[src/rtl/gzip_defs.vh]
// rtl/gzip_defs.vh - GZIP container constants shared by the parser and the compressor
`ifndef GZIP_DEFS_VH
`define GZIP_DEFS_VH

`define GZIP_ID1        8'h1F
`define GZIP_ID2        8'h8B
`define GZIP_CM_DEFLATE 8'h08
`define GZIP_HDR_LEN    10
`define GZIP_FTR_LEN    8

`endif

[src/rtl/gzip_stream_parser_pkg.sv]
// rtl/gzip_stream_parser_pkg.sv - types, constants and helpers shared by the gzip parser files
`include "gzip_defs.vh"

package gzip_stream_parser_pkg;

  typedef enum logic [1:0] {
    ST_HDR    = 2'd0,
    ST_BODY   = 2'd1,
    ST_ERR    = 2'd2,
    ST_REPORT = 2'd3
  } state_e;

  localparam logic [7:0] ID1      = `GZIP_ID1;
  localparam logic [7:0] ID2      = `GZIP_ID2;
  localparam logic [7:0] CM_DEFL  = `GZIP_CM_DEFLATE;
  localparam logic [7:0] FLG_NONE = 8'h00;
  localparam int         HDR_LEN  = `GZIP_HDR_LEN;
  localparam int         FTR_LEN  = `GZIP_FTR_LEN;

  // Number of bytes taken from a beat; only the final beat is trimmed by tkeep
  function automatic logic [2:0] keep_to_count(input logic last, input logic [3:0] keep);
    if (!last) return 3'd4;
    case (keep)
      4'b0001: return 3'd1;
      4'b0011: return 3'd2;
      4'b0111: return 3'd3;
      default: return 3'd4;
    endcase
  endfunction

  // Fixed header fields: ID1, ID2, CM=deflate and FLG with no optional fields
  function automatic logic hdr_byte_ok(input logic [3:0] idx, input logic [7:0] b);
    case (idx)
      4'd0:    return b == ID1;
      4'd1:    return b == ID2;
      4'd2:    return b == CM_DEFL;
      4'd3:    return b == FLG_NONE;
      default: return 1'b1;
    endcase
  endfunction

endpackage

[src/rtl/axis32_to_byte.sv]
// rtl/axis32_to_byte.sv - holds one 32-bit beat and hands it out one byte per clock, low byte first
module axis32_to_byte
  import gzip_stream_parser_pkg::*;
(
  input  logic        clk,
  input  logic        rst,
  input  logic        en,
  output logic        i_tready,
  input  logic        i_tvalid,
  input  logic [31:0] i_tdata,
  input  logic        i_tlast,
  input  logic [3:0]  i_tkeep,
  output logic        b_valid,
  output logic [7:0]  b_data,
  output logic        b_last,
  input  logic        b_ready
);

  logic [31:0] data_q, data_d;
  logic [2:0]  cnt_q, cnt_d;
  logic        last_q, last_d;
  logic        take, load;

  // Byte presentation, beat acceptance and next beat-register contents
  always_comb begin
    b_valid  = (cnt_q != 3'd0);
    b_data   = data_q[7:0];
    b_last   = last_q && (cnt_q == 3'd1);
    take     = b_valid && b_ready;
    // A new beat may land in the same cycle the old one gives up its final byte
    i_tready = !rst && en && ((cnt_q == 3'd0) || ((cnt_q == 3'd1) && take));
    load     = i_tvalid && i_tready;
    data_d   = data_q;
    cnt_d    = cnt_q;
    last_d   = last_q;
    if (take) begin
      data_d = {8'h00, data_q[31:8]};
      cnt_d  = cnt_q - 3'd1;
    end
    if (load) begin
      data_d = i_tdata;
      cnt_d  = keep_to_count(i_tlast, i_tkeep);
      last_d = i_tlast;
    end
  end

  // Beat register state
  always_ff @(posedge clk) begin
    if (rst) begin
      data_q <= '0;
      cnt_q  <= '0;
      last_q <= 1'b0;
    end else begin
      data_q <= data_d;
      cnt_q  <= cnt_d;
      last_q <= last_d;
    end
  end

endmodule

[src/rtl/gzip_stream_parser.sv]
// rtl/gzip_stream_parser.sv - strips GZIP header/footer, streams deflate payload, reports footer; GZIP_PARSER_HDR_CHECK_EN enables header ID checks
module gzip_stream_parser
  import gzip_stream_parser_pkg::*;
#(
  parameter int SIMULATION = 0
) (
  input  logic        clk,
  input  logic        rst,
  output logic        i_tready,
  input  logic        i_tvalid,
  input  logic [31:0] i_tdata,
  input  logic        i_tlast,
  input  logic [3:0]  i_tkeep,
  input  logic        o_tready,
  output logic        o_tvalid,
  output logic [7:0]  o_tdata,
  output logic        o_tlast,
  output logic        f_valid,
  output logic [31:0] f_crc,
  output logic [31:0] f_isize,
  output logic        f_err
);

  state_e      state_q, state_d;
  logic [3:0]  hcnt_q, hcnt_d;
  logic [3:0]  lcnt_q, lcnt_d;
  logic [7:0]  line_q [FTR_LEN];
  logic [7:0]  line_d [FTR_LEN];
  logic        o_tvalid_q, o_tvalid_d;
  logic [7:0]  o_tdata_q, o_tdata_d;
  logic        o_tlast_q, o_tlast_d;
  logic        f_valid_q, f_valid_d;
  logic [31:0] f_crc_q, f_crc_d;
  logic [31:0] f_isize_q, f_isize_d;
  logic        f_err_q, f_err_d;

  logic        unpack_en;
  logic        b_valid, b_last, b_ready;
  logic [7:0]  b_data;
  logic        out_load, line_full;

  assign unpack_en = (state_q != ST_REPORT);

  axis32_to_byte u_unpack (
    .clk      (clk),
    .rst      (rst),
    .en       (unpack_en),
    .i_tready (i_tready),
    .i_tvalid (i_tvalid),
    .i_tdata  (i_tdata),
    .i_tlast  (i_tlast),
    .i_tkeep  (i_tkeep),
    .b_valid  (b_valid),
    .b_data   (b_data),
    .b_last   (b_last),
    .b_ready  (b_ready)
  );

  // Parser FSM next state: header skip, footer delay line, output register and report
  always_comb begin
    state_d    = state_q;
    hcnt_d     = hcnt_q;
    lcnt_d     = lcnt_q;
    line_d     = line_q;
    o_tvalid_d = o_tvalid_q;
    o_tdata_d  = o_tdata_q;
    o_tlast_d  = o_tlast_q;
    f_valid_d  = 1'b0;
    f_crc_d    = f_crc_q;
    f_isize_d  = f_isize_q;
    f_err_d    = f_err_q;
    b_ready    = 1'b0;
    out_load   = !o_tvalid_q || o_tready;
    line_full  = (lcnt_q == 4'(FTR_LEN));

    if (out_load) begin
      o_tvalid_d = 1'b0;
      o_tlast_d  = 1'b0;
    end

    case (state_q)
      ST_HDR: begin
        b_ready = 1'b1;
        if (b_valid) begin
          if (b_last) begin
            state_d   = ST_REPORT;
            f_valid_d = 1'b1;
            f_err_d   = 1'b1;
          end
`ifdef GZIP_PARSER_HDR_CHECK_EN
          else if (!hdr_byte_ok(hcnt_q, b_data)) begin
            state_d = ST_ERR;
          end
`endif
          else if (hcnt_q == 4'(HDR_LEN - 1)) begin
            state_d = ST_BODY;
          end else begin
            hcnt_d = hcnt_q + 4'd1;
          end
        end
      end

      ST_BODY: begin
        // A push into a full line evicts a byte, so it needs room in the output register
        b_ready = !line_full || out_load;
        if (b_valid && b_ready) begin
          if (line_full) begin
            o_tvalid_d = 1'b1;
            o_tdata_d  = line_q[0];
            o_tlast_d  = b_last;
            for (int i = 0; i < FTR_LEN - 1; i++) begin
              line_d[i] = line_q[i + 1];
            end
            line_d[FTR_LEN - 1] = b_data;
          end else begin
            line_d[lcnt_q[2:0]] = b_data;
            lcnt_d = lcnt_q + 4'd1;
          end
          if (b_last) begin
            // With the line not already full, either the footer is short or no payload left
            state_d   = ST_REPORT;
            f_valid_d = 1'b1;
            f_err_d   = !line_full;
            f_crc_d   = {line_d[3], line_d[2], line_d[1], line_d[0]};
            f_isize_d = {line_d[7], line_d[6], line_d[5], line_d[4]};
          end
        end
      end

      ST_ERR: begin
        b_ready = 1'b1;
        if (b_valid && b_last) begin
          state_d   = ST_REPORT;
          f_valid_d = 1'b1;
          f_err_d   = 1'b1;
        end
      end

      ST_REPORT: begin
        state_d = ST_HDR;
        hcnt_d  = 4'd0;
        lcnt_d  = 4'd0;
        for (int i = 0; i < FTR_LEN; i++) begin
          line_d[i] = 8'h00;
        end
      end

      default: state_d = ST_HDR;
    endcase
  end

  // Parser state and registered outputs
  always_ff @(posedge clk) begin
    if (rst) begin
      state_q    <= ST_HDR;
      hcnt_q     <= '0;
      lcnt_q     <= '0;
      line_q     <= '{default: 8'h00};
      o_tvalid_q <= 1'b0;
      o_tdata_q  <= '0;
      o_tlast_q  <= 1'b0;
      f_valid_q  <= 1'b0;
      f_crc_q    <= '0;
      f_isize_q  <= '0;
      f_err_q    <= 1'b0;
    end else begin
      state_q    <= state_d;
      hcnt_q     <= hcnt_d;
      lcnt_q     <= lcnt_d;
      line_q     <= line_d;
      o_tvalid_q <= o_tvalid_d;
      o_tdata_q  <= o_tdata_d;
      o_tlast_q  <= o_tlast_d;
      f_valid_q  <= f_valid_d;
      f_crc_q    <= f_crc_d;
      f_isize_q  <= f_isize_d;
      f_err_q    <= f_err_d;
    end
  end

  assign o_tvalid = o_tvalid_q;
  assign o_tdata  = o_tdata_q;
  assign o_tlast  = o_tlast_q;
  assign f_valid  = f_valid_q;
  assign f_crc    = f_crc_q;
  assign f_isize  = f_isize_q;
  assign f_err    = f_err_q;

  generate
    if (SIMULATION != 0) begin : g_sim_assert
      // Non-final beats are always consumed whole, so a partial tkeep there is an upstream bug
      always_ff @(posedge clk) begin
        if (!rst && i_tvalid && i_tready && !i_tlast) begin
          assert (i_tkeep == 4'hF);
        end
      end
    end
  endgenerate

endmodule

[config.mk]
export PLATFORM = sky130hd
export DESIGN_NAME = gzip_stream_parser
export DESIGN_NICKNAME = d
export VERILOG_FILES = /design/src/rtl/gzip_stream_parser_pkg.sv /design/src/rtl/axis32_to_byte.sv /design/src/rtl/gzip_stream_parser.sv
export VERILOG_INCLUDE_DIRS = /design/src /design/src/rtl
export SDC_FILE = /design/constraint.sdc
export NUM_CORES = 1
export LEC_CHECK = 0
export CAP_MARGIN = 20
export CORE_MARGIN = 5
export CORE_UTILIZATION = 45
export DETAILED_ROUTE_END_ITERATION = 7
export PLACE_DENSITY_LB_ADDON = 0.12
export REMOVE_ABC_BUFFERS = 1
export SYNTH_ARGS = -nofsm -noshare
export SYNTH_HDL_FRONTEND = slang
export SYNTH_HIERARCHICAL = 1
export SYNTH_SLANG_ARGS = --single-unit
export TNS_END_PERCENT = 100
[constraint.sdc]
create_clock -name clk -period 2.8 [get_ports clk]
set_clock_uncertainty 0.1 [all_clocks]
set_input_delay 0.56 -clock clk [delete_from_list [all_inputs] [get_ports clk]]
set_output_delay 0.56 -clock clk [all_outputs]
set_load 0.005 [all_outputs]
### After elaboration in Yosys (flattened, before gate mapping)

Index checks and enable logic that the tools add are counted.

* $add $sub $neg: 3
* magnitude comparators: 2
* equality and inequality tests: 19
* mux-type cells: 49
* bitwise gates (word level): 1
* reductions and logical operators: 30

Operator list (count)
* 64-bit 2-to-1 mux: 2
* 64-bit case mux with 2 select lines: 1
* 64-bit bitwise mux: 1
* 32-bit 2-to-1 mux: 2
* 8-bit demux with 3-bit select: 1
* 4-bit 2-to-1 mux: 5
* 1-bit 2-to-1 mux: 19
* 2-bit != test, second input constant: 9
* 4-bit case mux with 2 select lines: 2
* 2-bit 2-to-1 mux: 6
* 3-bit 2-to-1 mux: 4
* 1-bit logical AND: 9
* 3-bit case mux with 3 select lines: 1
* 3-bit AND reduction: 3
* 4-bit by 1-bit adder with 4-bit output, second input constant: 2
* 4-bit == test, second input constant: 2
* 8-bit 2-to-1 mux: 1
* 2-bit case mux with 4 select lines: 1
* 1-bit case mux with 3 select lines: 2
* 6-bit AND reduction: 1
* 2-bit nonzero test: 3
* 3-bit nonzero test: 2
* 5-bit AND reduction: 1
* 2-bit == test, second input constant: 2
* 18 further kinds: 22

* bits in registers: 186
* input port bits: 41
* output and inout port bits: 77
* logic and storage cells: 125

### Depth between registers and ports, before layout

Gate-level depths: netlist (run 1).

* word-level depth: 12
* gate-level depth with buffers: 13
* depth with buffers taken out: 9

### By module

The synthesis (run 1) kept the hierarchy.

By module, submodules not included
* gzip_stream_parser: instances 1, cells each 675, area an instance 6490.0 um^2, sequential area each 3002.9 um^2
* axis32_to_byte: instances 1, cells each 216, area an instance 1756.7 um^2, sequential area each 720.7 um^2

### Least setup slack after synthesis (run 1)

No wires, ideal clock.

* kind: reg-to-reg
* start point: reg lcnt_q[0]
* end point: reg u_unpack.cnt_q[0]
* library setup time: 0.133 ns
* data arrival time: 2.320 ns
* required time: 2.567 ns
* path slack: 0.247 ns
* stages on the path, launching flop included: 14
* buffers on the path: 4
* period minus slack after synthesis: 2.553 ns
* path through: dfxtp_1 > buf_2 > inv_1 > ha_1 > nand3b_1 > buf_2 > o21ai_1 > a21oi_1 > a21oi_1 > or4_1 > buf_2 > buf_6 > a31oi_1 > a211oi_2

* longest elaborated chain between the ends: 10
* elaborated cells between the ends (all ways): 11
* classes of those cells: eq/ne (1); mux (2); reduce/logical (8)

RTL lines
* start: declaration: RTL line gzip_stream_parser.sv:26 `logic [3:0] lcnt_q, lcnt_d;`
* start signal: assignment: RTL line gzip_stream_parser.sv:169 `lcnt_q <= lcnt_d;`
* 4-bit == test (*): RTL line gzip_stream_parser.sv:74 `line_full = (lcnt_q == 4'(FTR_LEN));`
* 1-bit zero test (*): RTL line gzip_stream_parser.sv:105 `b_ready = !line_full || out_load;`
* 1-bit logical OR (*): RTL line gzip_stream_parser.sv:105
* 1-bit case mux with 2 select lines (*): RTL line gzip_stream_parser.sv:81 `case (state_q)`
* named net b_ready: RTL line gzip_stream_parser.sv:38 `logic b_valid, b_last, b_ready;`
* 1-bit logical AND (*): RTL line axis32_to_byte.sv:29 `take = b_valid && b_ready;`
* 1-bit logical AND: RTL line axis32_to_byte.sv:31 `i_tready = !rst && en && ((cnt_q == 3'd0) || ((cnt_q == 3'd1) && take));`
* 1-bit logical OR: RTL line axis32_to_byte.sv:31
* 1-bit logical AND: RTL line axis32_to_byte.sv:31
* 1-bit logical AND: RTL line axis32_to_byte.sv:32 `load = i_tvalid && i_tready;`
* 3-bit 2-to-1 mux or 2-bit nonzero test (tied branches)
* end signal: assignment: RTL line axis32_to_byte.sv:55 `cnt_q <= cnt_d;`
* end: declaration: RTL line axis32_to_byte.sv:20 `logic [2:0] cnt_q, cnt_d;`

Mark *: on every way through the listed nets, which the timed path passes. The rest lies on a longest branch.
A chain may end at the register's enable or synchronous reset.

### Worst setup path after layout (run 1)

* start point: in o_tready
* end point: out i_tready

* longest elaborated chain between the ends: 7

RTL lines
* start: declaration: RTL line gzip_stream_parser.sv:14 `input logic o_tready,`
* 1-bit logical OR: RTL line gzip_stream_parser.sv:73 `out_load = !o_tvalid_q || o_tready;`
* 1-bit logical OR: RTL line gzip_stream_parser.sv:105
* 1-bit case mux with 2 select lines: RTL line gzip_stream_parser.sv:81
* named net b_ready: RTL line gzip_stream_parser.sv:38
* 1-bit logical AND: RTL line axis32_to_byte.sv:29
* 1-bit logical AND: RTL line axis32_to_byte.sv:31
* 1-bit logical OR: RTL line axis32_to_byte.sv:31
* 1-bit logical AND: RTL line axis32_to_byte.sv:31
* end: declaration: RTL line gzip_stream_parser.sv:9 `output logic i_tready,`

The timed path passes the listed nets, and every way through them passes these cells.

==> results of run 1 <==
## worst paths after layout
| path | slack [ps] | to | start |
|---|---|---|---|
| setup / recovery | 180 | i_tready | o_tready |
| hold reg to reg | 360 | u_unpack/last_q$_SDFFE_PP0P_ | u_unpack/last_q$_SDFFE_PP0P_ |
| setup reg to reg | 430 | u_unpack/data_q[23]$_SDFFE_PP0P_ | lcnt_q[0]$_SDFFE_PP0P_ |
| hold / removal | 360 | u_unpack/last_q$_SDFFE_PP0P_ | u_unpack/last_q$_SDFFE_PP0P_ |
## stage by stage
step	total power (µW)	worst slack (ps)	utilization, %
3_3_place_gp	4940	-206	53.0
6_report	7530	176	56.6
2_1_floorplan	4210	-2430	-
4_1_cts	7570	65.6	56.6
5_1_grt	7940	-19.2	56.6
3_5_place_dp	4950	-232	53.0
## area by class of cell
class | instances | share of cell area [%]
Multi-Input combinational cell | 594 | 39.3
Clock inverter | 14 | 2.05
Tap cell | 229 | 2.81
Timing Repair Buffer | 147 | 14.6
Inverter | 12 | 0.441
Clock buffer | 18 | 4.30
Sequential cell | 186 | 36.5
## Yosys cell counts, types with 2 or more instances
cell type | n | area share (%)
o211a_1 | 3 | 0.36
clkinv_1 | 2 | 0.091
mux2i_1 | 64 | 7.8
nor3b_1 | 3 | 0.27
a311oi_1 | 9 | 0.96
o21ai_1 | 6 | 0.36
a31oi_1 | 4 | 0.30
nand2b_1 | 5 | 0.38
dfxtp_1 | 186 | 45
buf_1 | 9 | 0.41
nor3_1 | 3 | 0.18
a311oi_2 | 5 | 0.91
o2bb2ai_1 | 8 | 0.85
o21ai_0 | 57 | 3.5
nand4_1 | 4 | 0.30
buf_4 | 9 | 0.82
or4_1 | 3 | 0.27
nand3_1 | 45 | 2.7
ha_1 | 12 | 1.8
a211oi_1 | 21 | 1.9
nand2_1 | 98 | 4.5
a22o_1 | 112 | 12
nor2_1 | 50 | 2.3
and2_1 | 2 | 0.15
buf_6 | 7 | 0.96
nand3b_1 | 5 | 0.46
or3_1 | 3 | 0.23
a21oi_1 | 47 | 2.9
a41oi_1 | 2 | 0.21
inv_1 | 10 | 0.46
buf_2 | 39 | 2.4
clkbuf_1 | 34 | 1.5
and3b_1 | 3 | 0.32
## placed cells by master, fill, tap and decap left out, drive strengths merged, types with 12 or more instances in the layout
cell             n
a311oi          14
inv             14
a21oi           47
a22o           112
nor2            50
nand3           45
clkbuf          19
dfxtp          186
a211oi          23
nand2           99
o21ai           63
mux2i           64
ha              12
buf             31
clkdlybuf4s50  115
## cell families (layout without fill, tap and decap cells)
kind of cell	count (synthesis)	in the layout	share of synthesized area [%]
AOI/OAI and AO/OA	285	285	25.5
xor gates and xnor gates	1	1	0.106
adders and majority gates	12	12	1.82
buffers and inverters	111	191	6.71
DFF	186	186	45.2
muxes	65	65	7.90
and+or+nand+nor	231	231	12.8
## routing by layer
layer	vias up	GRT usage, %
met5	-	0
met4	0	3.73
met3	13	5.20
met2	163	29.5
met1	3184	27.4
li1	3377	-
## what timing repair did
item                                    CTS  global route
buffers inserted                          0             0
endpoints found under the hold margin     0             0
gates resized for setup                   2             4
pin swaps                                 0             1
cloned                                    0             0
endpoints found under the setup margin    1             1
## flip-flops by register name (all words and copies together), names as in the netlist
name and cells:
o_tlast 1, o_tdata 8, f_isize 32, f_crc 32
u_unpack/data_q 32, u_unpack/last_q 1, state_q 2, f_err 1
hcnt_q 4, u_unpack/cnt_q 3, line_q 64, o_tvalid 1
f_valid 1, lcnt_q 4
## worst max-delay path: cells and delay by family
family / cells / cell delay, ps
AO/OA/AOI/OAI: 3 / 430
AND/OR/NAND/NOR: 2 / 360
buffers and inverters: 2 / 610
## where the power goes
part	switching [µW]	leakage, µW	total [µW]	internal, µW
clock network	1080	0.000314	2620	1540
logic	1120	0.00202	1820	699
registers	266	0.00150	3090	2820
==> impl_results.md, run 1 <==
- Outcome: finished, final reports clean
- Netlist Area Pre-Place: 8250 µm²
- Synth warnings: 6
- Antenna cell count: 0
- Gr usage total: between 10% and 20%
- Crit path DAT: 1960 ps
- Worst path required time: 2140 ps
- Lkg Pwr: 0.00384 µW
- Number of synthesized flops with an enable pin: 0
- Total CTS buffers: 17
- Max FO, Critical Path: 3
- Final Non-Filler Cells: 1200
- Setup Crit Path Kind: in -> out
- Sequential-to-total area share from yosys stat: 45.2%
- CP startpoint kind: input pin
- Ports: 118
- DRC viols: 0
- Metal2 WL: 9420 µm
- Worst Max-Slew Pin Slew: 768 ps
- Initial DRC count: 458
- CP Capture Type: output pin
- Area after DPL: around 9500 µm²
- Final WL: around 21000 µm
- Share of cells above drive strength 1: ~8.7%
- Htree depth: 4
- Gpl congestion: 0.802
- Top routing layer in use: met4
- Root Driver: clkbuf_16
- Peak supply drop: about 470 µV
- Post-route cell area: 10200 µm²
- Fin crit share: 93.7%
- Clock Pin Slew Worst Setup and Hold Paths: 70 ps
- Yosys cell types: 54
- Setup TNS: 0 ps
- FILL cells: ~1.7k
- Antenna Nets Post-Route: 0
- Die W: 145 µm
- Crit path largest cell delay: 460 ps
- Routed vias: roughly 6.7k
- Layout net count: 1011
- Met3 routed WL: 1220 µm
- Initial Utilization: a little under half
- Achievable Freq: between 0.3 and 0.4 GHz
- First-pass GRT wire length: 34100 µm
- Ys flop type: dfxtp_1
- Largest net degree at the start of global routing: around 110
- Area Overhead vs Synth: 23.7%
- M1 WL: ~10000 µm
- Max Cap Violations: 0
- Vias in the first global route: around 6.3k
- Asr flop ratio synth: 0%
- DR vias/cell: 5.61
- Hold depth: 2
- PwrDens: 738 nW/µm²
- Worst skew pair latency: 430 ps
- FF-to-FF path depth: 10
- Clk buf depth: 2
- Register area: around 3700 µm²
- Worst hold path type: reg -> reg
- Hold Worst Slack: ~360 ps
- Port-buffer cells: 117
- Die Y: 145 µm
- Clock Sinks: 186
- Initial antenna violation count: 0
- Routed len/inst: 17.3 µm
- Max_slew headroom: 48.6%
- Syn_area_per_cell: 9.26 µm²
- Row count: just under 50
- Hold Buf Count CTS: 0
- Synth Instances: ~890
- TritonRoute pass-1 iters: 5
- Tmin final: ~2600 ps
- Final number of setup-violating endpoints: 0
- Die area: between 20000 and 25000 µm²
- Placed cell count: 1168
- Critical-path cell with the highest stage delay: clkdlybuf4s50_1
- Seq cells post-synth: 186
- Final hold vios: 0
- Worst-path cell chain: clkdlybuf4s50_1, nand2b_1, o21ai_1, a21oi_2, a21oi_4, nor4b_2, clkbuf_2
- Multi-input gate area: 4020 µm²
- CTS tree: yes
- Total gr overflow: 0
- Core Area: 18000 µm²
- Max Slew Vio Count: 0
- Post-DP HPWL: roughly 14000 µm
Power figures use the tool's default switching activity.
==> run 2: changes to the inputs <==
--- a/config.mk
+++ b/config.mk
@@ -7,7 +7,6 @@
 export NUM_CORES = 1
 export LEC_CHECK = 0
 export CAP_MARGIN = 20
-export CORE_MARGIN = 5
 export CORE_UTILIZATION = 45
 export DETAILED_ROUTE_END_ITERATION = 7
 export PLACE_DENSITY_LB_ADDON = 0.12
==> impl_results.md, run 2 (synthesis results as in run 1) <==
- Tmin final: 2610 ps (-18.7 ps)
- Gpl congestion: 0.790 (-1.4%)
- TritonRoute pass-1 iters: 4 (-1)
- Worst hold path type: reg -> reg
- Core Area: 18000 µm² (-0.34%)
- CP Capture Type: output pin
- Unrepaired setup endpoints after global routing: no
- Ports: 118 (unchanged)
- R2R Setup Slk: 240 ps (-190 ps)
- Setup TNS: 0 ps (unchanged)
- Total gr overflow: 0 (unchanged)
- Worst-path cell chain: inv_1, ha_1, nand3b_1, o21ai_1, a21oi_2, a21oi_1, nor4b_2, clkbuf_2
- Critical-path cell with the highest stage delay: dfxtp_1
- Area after DPL: 9560 µm² (+0.16%)
- Post-DP HPWL: 12900 µm (-5.1%)
- Initial antenna violation count: 0 (unchanged)
- Outcome: finished, final reports clean
- Clock Sinks: 186 (unchanged)
- Most frequent cells in the layout: dfxtp_1, clkdlybuf4s50_1, a22o_1
- Lkg Pwr: 0.00377 µW (-1.7%)
- Row count: 49 (unchanged)
- Crit path max-delay family: simple AND/OR/NAND/NOR gates
- Die area: 18900 µm² (-11%)
- Setup bufs post-CTS: 0 (unchanged)
- Port-buffer cells: 117 (unchanged)
- Biggest register: line_q
- DR vias/cell: 5.70 (+1.5%)
- Area Overhead vs Synth: 22.1%
- Achievable Freq: 0.384 GHz (+0.72%)
- Vias in the first global route: 6290 (-0.84%)
- First-pass GRT wire length: 32900 µm (-3.4%)
- Htree depth: 4 (unchanged)
- Clock Pin Slew Worst Setup and Hold Paths: 60 ps (about the same)
- Die Y: 137 µm (-5.5%)
- DP Worst Slack: -208 ps (+24.5 ps)
- Final WL: 20100 µm (-3.2%)
- PnR worst setup slack: 194 ps (+18.7 ps)
- Setup Crit Path Kind: reg -> out
- Crit path DAT: 1950 ps (about the same)
- Share of cells above drive strength 1: 8.04% (-0.61 points)
- Worst skew pair latency: 430 ps (about the same)
- Worst setup startpoint: lcnt_q[0]$_SDFFE_PP0P_
- Commonest non-fill, non-tap cell in the layout: dfxtp_1
- Worst Max-Slew Pin Slew: 595 ps (-173 ps)
- CP Depth: 8 (+1)
- FILL cells: 1621 (-3.6%)
- Layout net count: 1013 (+0.20%)
- Antenna Nets Post-Route: 0 (unchanged)
- Routed vias: 6830 (+1.4%)
- Fin crit share: 93.1% (-0.67 points)
- CP startpoint kind: flip-flop
- Total CTS buffers: 17 (unchanged)
- CTS tree: yes
- Max Slew Vio Count: 0 (unchanged)
- Worst r2r src: lcnt_q[0]$_SDFFE_PP0P_
- Max_slew headroom: 60.2% (+12 points)
- Largest register FFs: 64 (unchanged)
- Final hold vios: 0 (unchanged)
- Initial Utilization: 45.9% (+0.16 points)
- Die W: 137 µm (-5.5%)
- Initial DRC count: 413 (-9.8%)
- Register area: 3720 µm² (unchanged)
- Max FO, Critical Path: 2 (-1)
- PwrDens: 706 nW/µm² (-4.3%)
- FF-to-FF path depth: 11 (+1)
- Worst setup path end: i_tready
- Clk buf depth: 2 (unchanged)
- Largest net degree at the start of global routing: 73 (-35%)
- Worst path required time: 2140 ps (about the same)
- Root Driver: clkbuf_16
- DRC viols: 0 (unchanged)
- Peak supply drop: 478 µV (+2.0%)
- Hold Worst Slack: 365 ps (+3.09 ps)
- R2R Path End: u_unpack/data_q[2]$_SDFFE_PP0P_
- Util after Layout: 56.1% (-0.55 points)
- Gr usage total: 22.3% (+3.1 points)
- Crit path largest cell delay: 330 ps (-130 ps)
- Post-route cell area: 10100 µm² (-1.3%)
- Multi-input gate area: 4000 µm² (-0.28%)
- Routed len/inst: 16.8 µm (-3.1%)
- Antenna cell count: 0 (unchanged)
- Hold Buf Count CTS: 0 (unchanged)
- Max Cap Violations: 0 (unchanged)
- CP bufs+invs: 2 (unchanged)
- Final number of setup-violating endpoints: 0 (unchanged)
## run 2: changes by cell type in the layout (fill, tap and decap cells not counted), sizes merged
cell	previous run	this run
clkinv	7	3
inv	14	11
bufinv	4	0
clkinvlp	1	4
buf	31	33
clkbuf	19	24
## run 2: final cells by class
type	count	share of cell area (%)
clock buffer	23	4.65
clock inverter	6	0.435
inverter	12	0.447
multi-input combinational	594	39.8
sequential	186	37.0
tap	229	2.84
timing repair buffer	149	14.9
## run 2: per-stage QoR
stage                     power (µW)  std cells
after floorplan                 4210        792
after global placement          5000       1170
after detailed placement        5020       1170
after CTS                       7170       1199
after global routing            7520       1199
final                           7110       1199
## run 2: layer usage
| layer | track usage [%] | vias up | share of wire, % |
|---|---|---|---|
| met1 | 31.4 | 3248 | 50 |
| li1 | - | 3386 | - |
| met5 | 0 | - | 0 |
| met4 | 7.33 | 0 | 1.7 |
| met2 | 33.5 | 173 | 44 |
| met3 | 4.89 | 23 | 4.5 |
## run 2: repair_timing
item                                   4_1_cts  5_1_grt
endpoints found under the hold margin        0        0
gates cloned                                 0        0
pin swaps                                    0        0
resized for setup                            1        3
setup endpoints to repair                    1        1
## run 2: worst min-delay path by stage
| stage | startpoint | to | slack [ps] | cells past startpoint |
|---|---|---|---|---|
| detailed placement | u_unpack/last_q$_SDFFE_PP0P_ | u_unpack/last_q$_SDFFE_PP0P_ | 350 | 2 |
| finish | u_unpack/last_q$_SDFFE_PP0P_ | u_unpack/last_q$_SDFFE_PP0P_ | 360 | 2 |
| floorplan | u_unpack/last_q$_SDFFE_PP0P_ | u_unpack/last_q$_SDFFE_PP0P_ | 330 | 2 |
| CTS | u_unpack/last_q$_SDFFE_PP0P_ | u_unpack/last_q$_SDFFE_PP0P_ | 360 | 2 |
| global placement | u_unpack/data_q[24]$_SDFFE_PP0P_ | u_unpack/data_q[24]$_SDFFE_PP0P_ | 350 | 2 |
| global route | u_unpack/last_q$_SDFFE_PP0P_ | u_unpack/last_q$_SDFFE_PP0P_ | 380 | 2 |
## run 2: worst min-delay path, delay by kind of cell (launching register included)
family,cells,cell delay (ps)
DFF,1,310
and+or+nand+nor,1,50
AOI/OAI and AO/OA,1,50
## run 2: report_power, final
part | switching (µW) | total, µW | leakage (µW) | internal, µW
clock | 995 | 2160 | 0.000238 | 1170
combinational | 1110 | 1860 | 0.00203 | 742
sequential | 267 | 3090 | 0.00150 | 2830
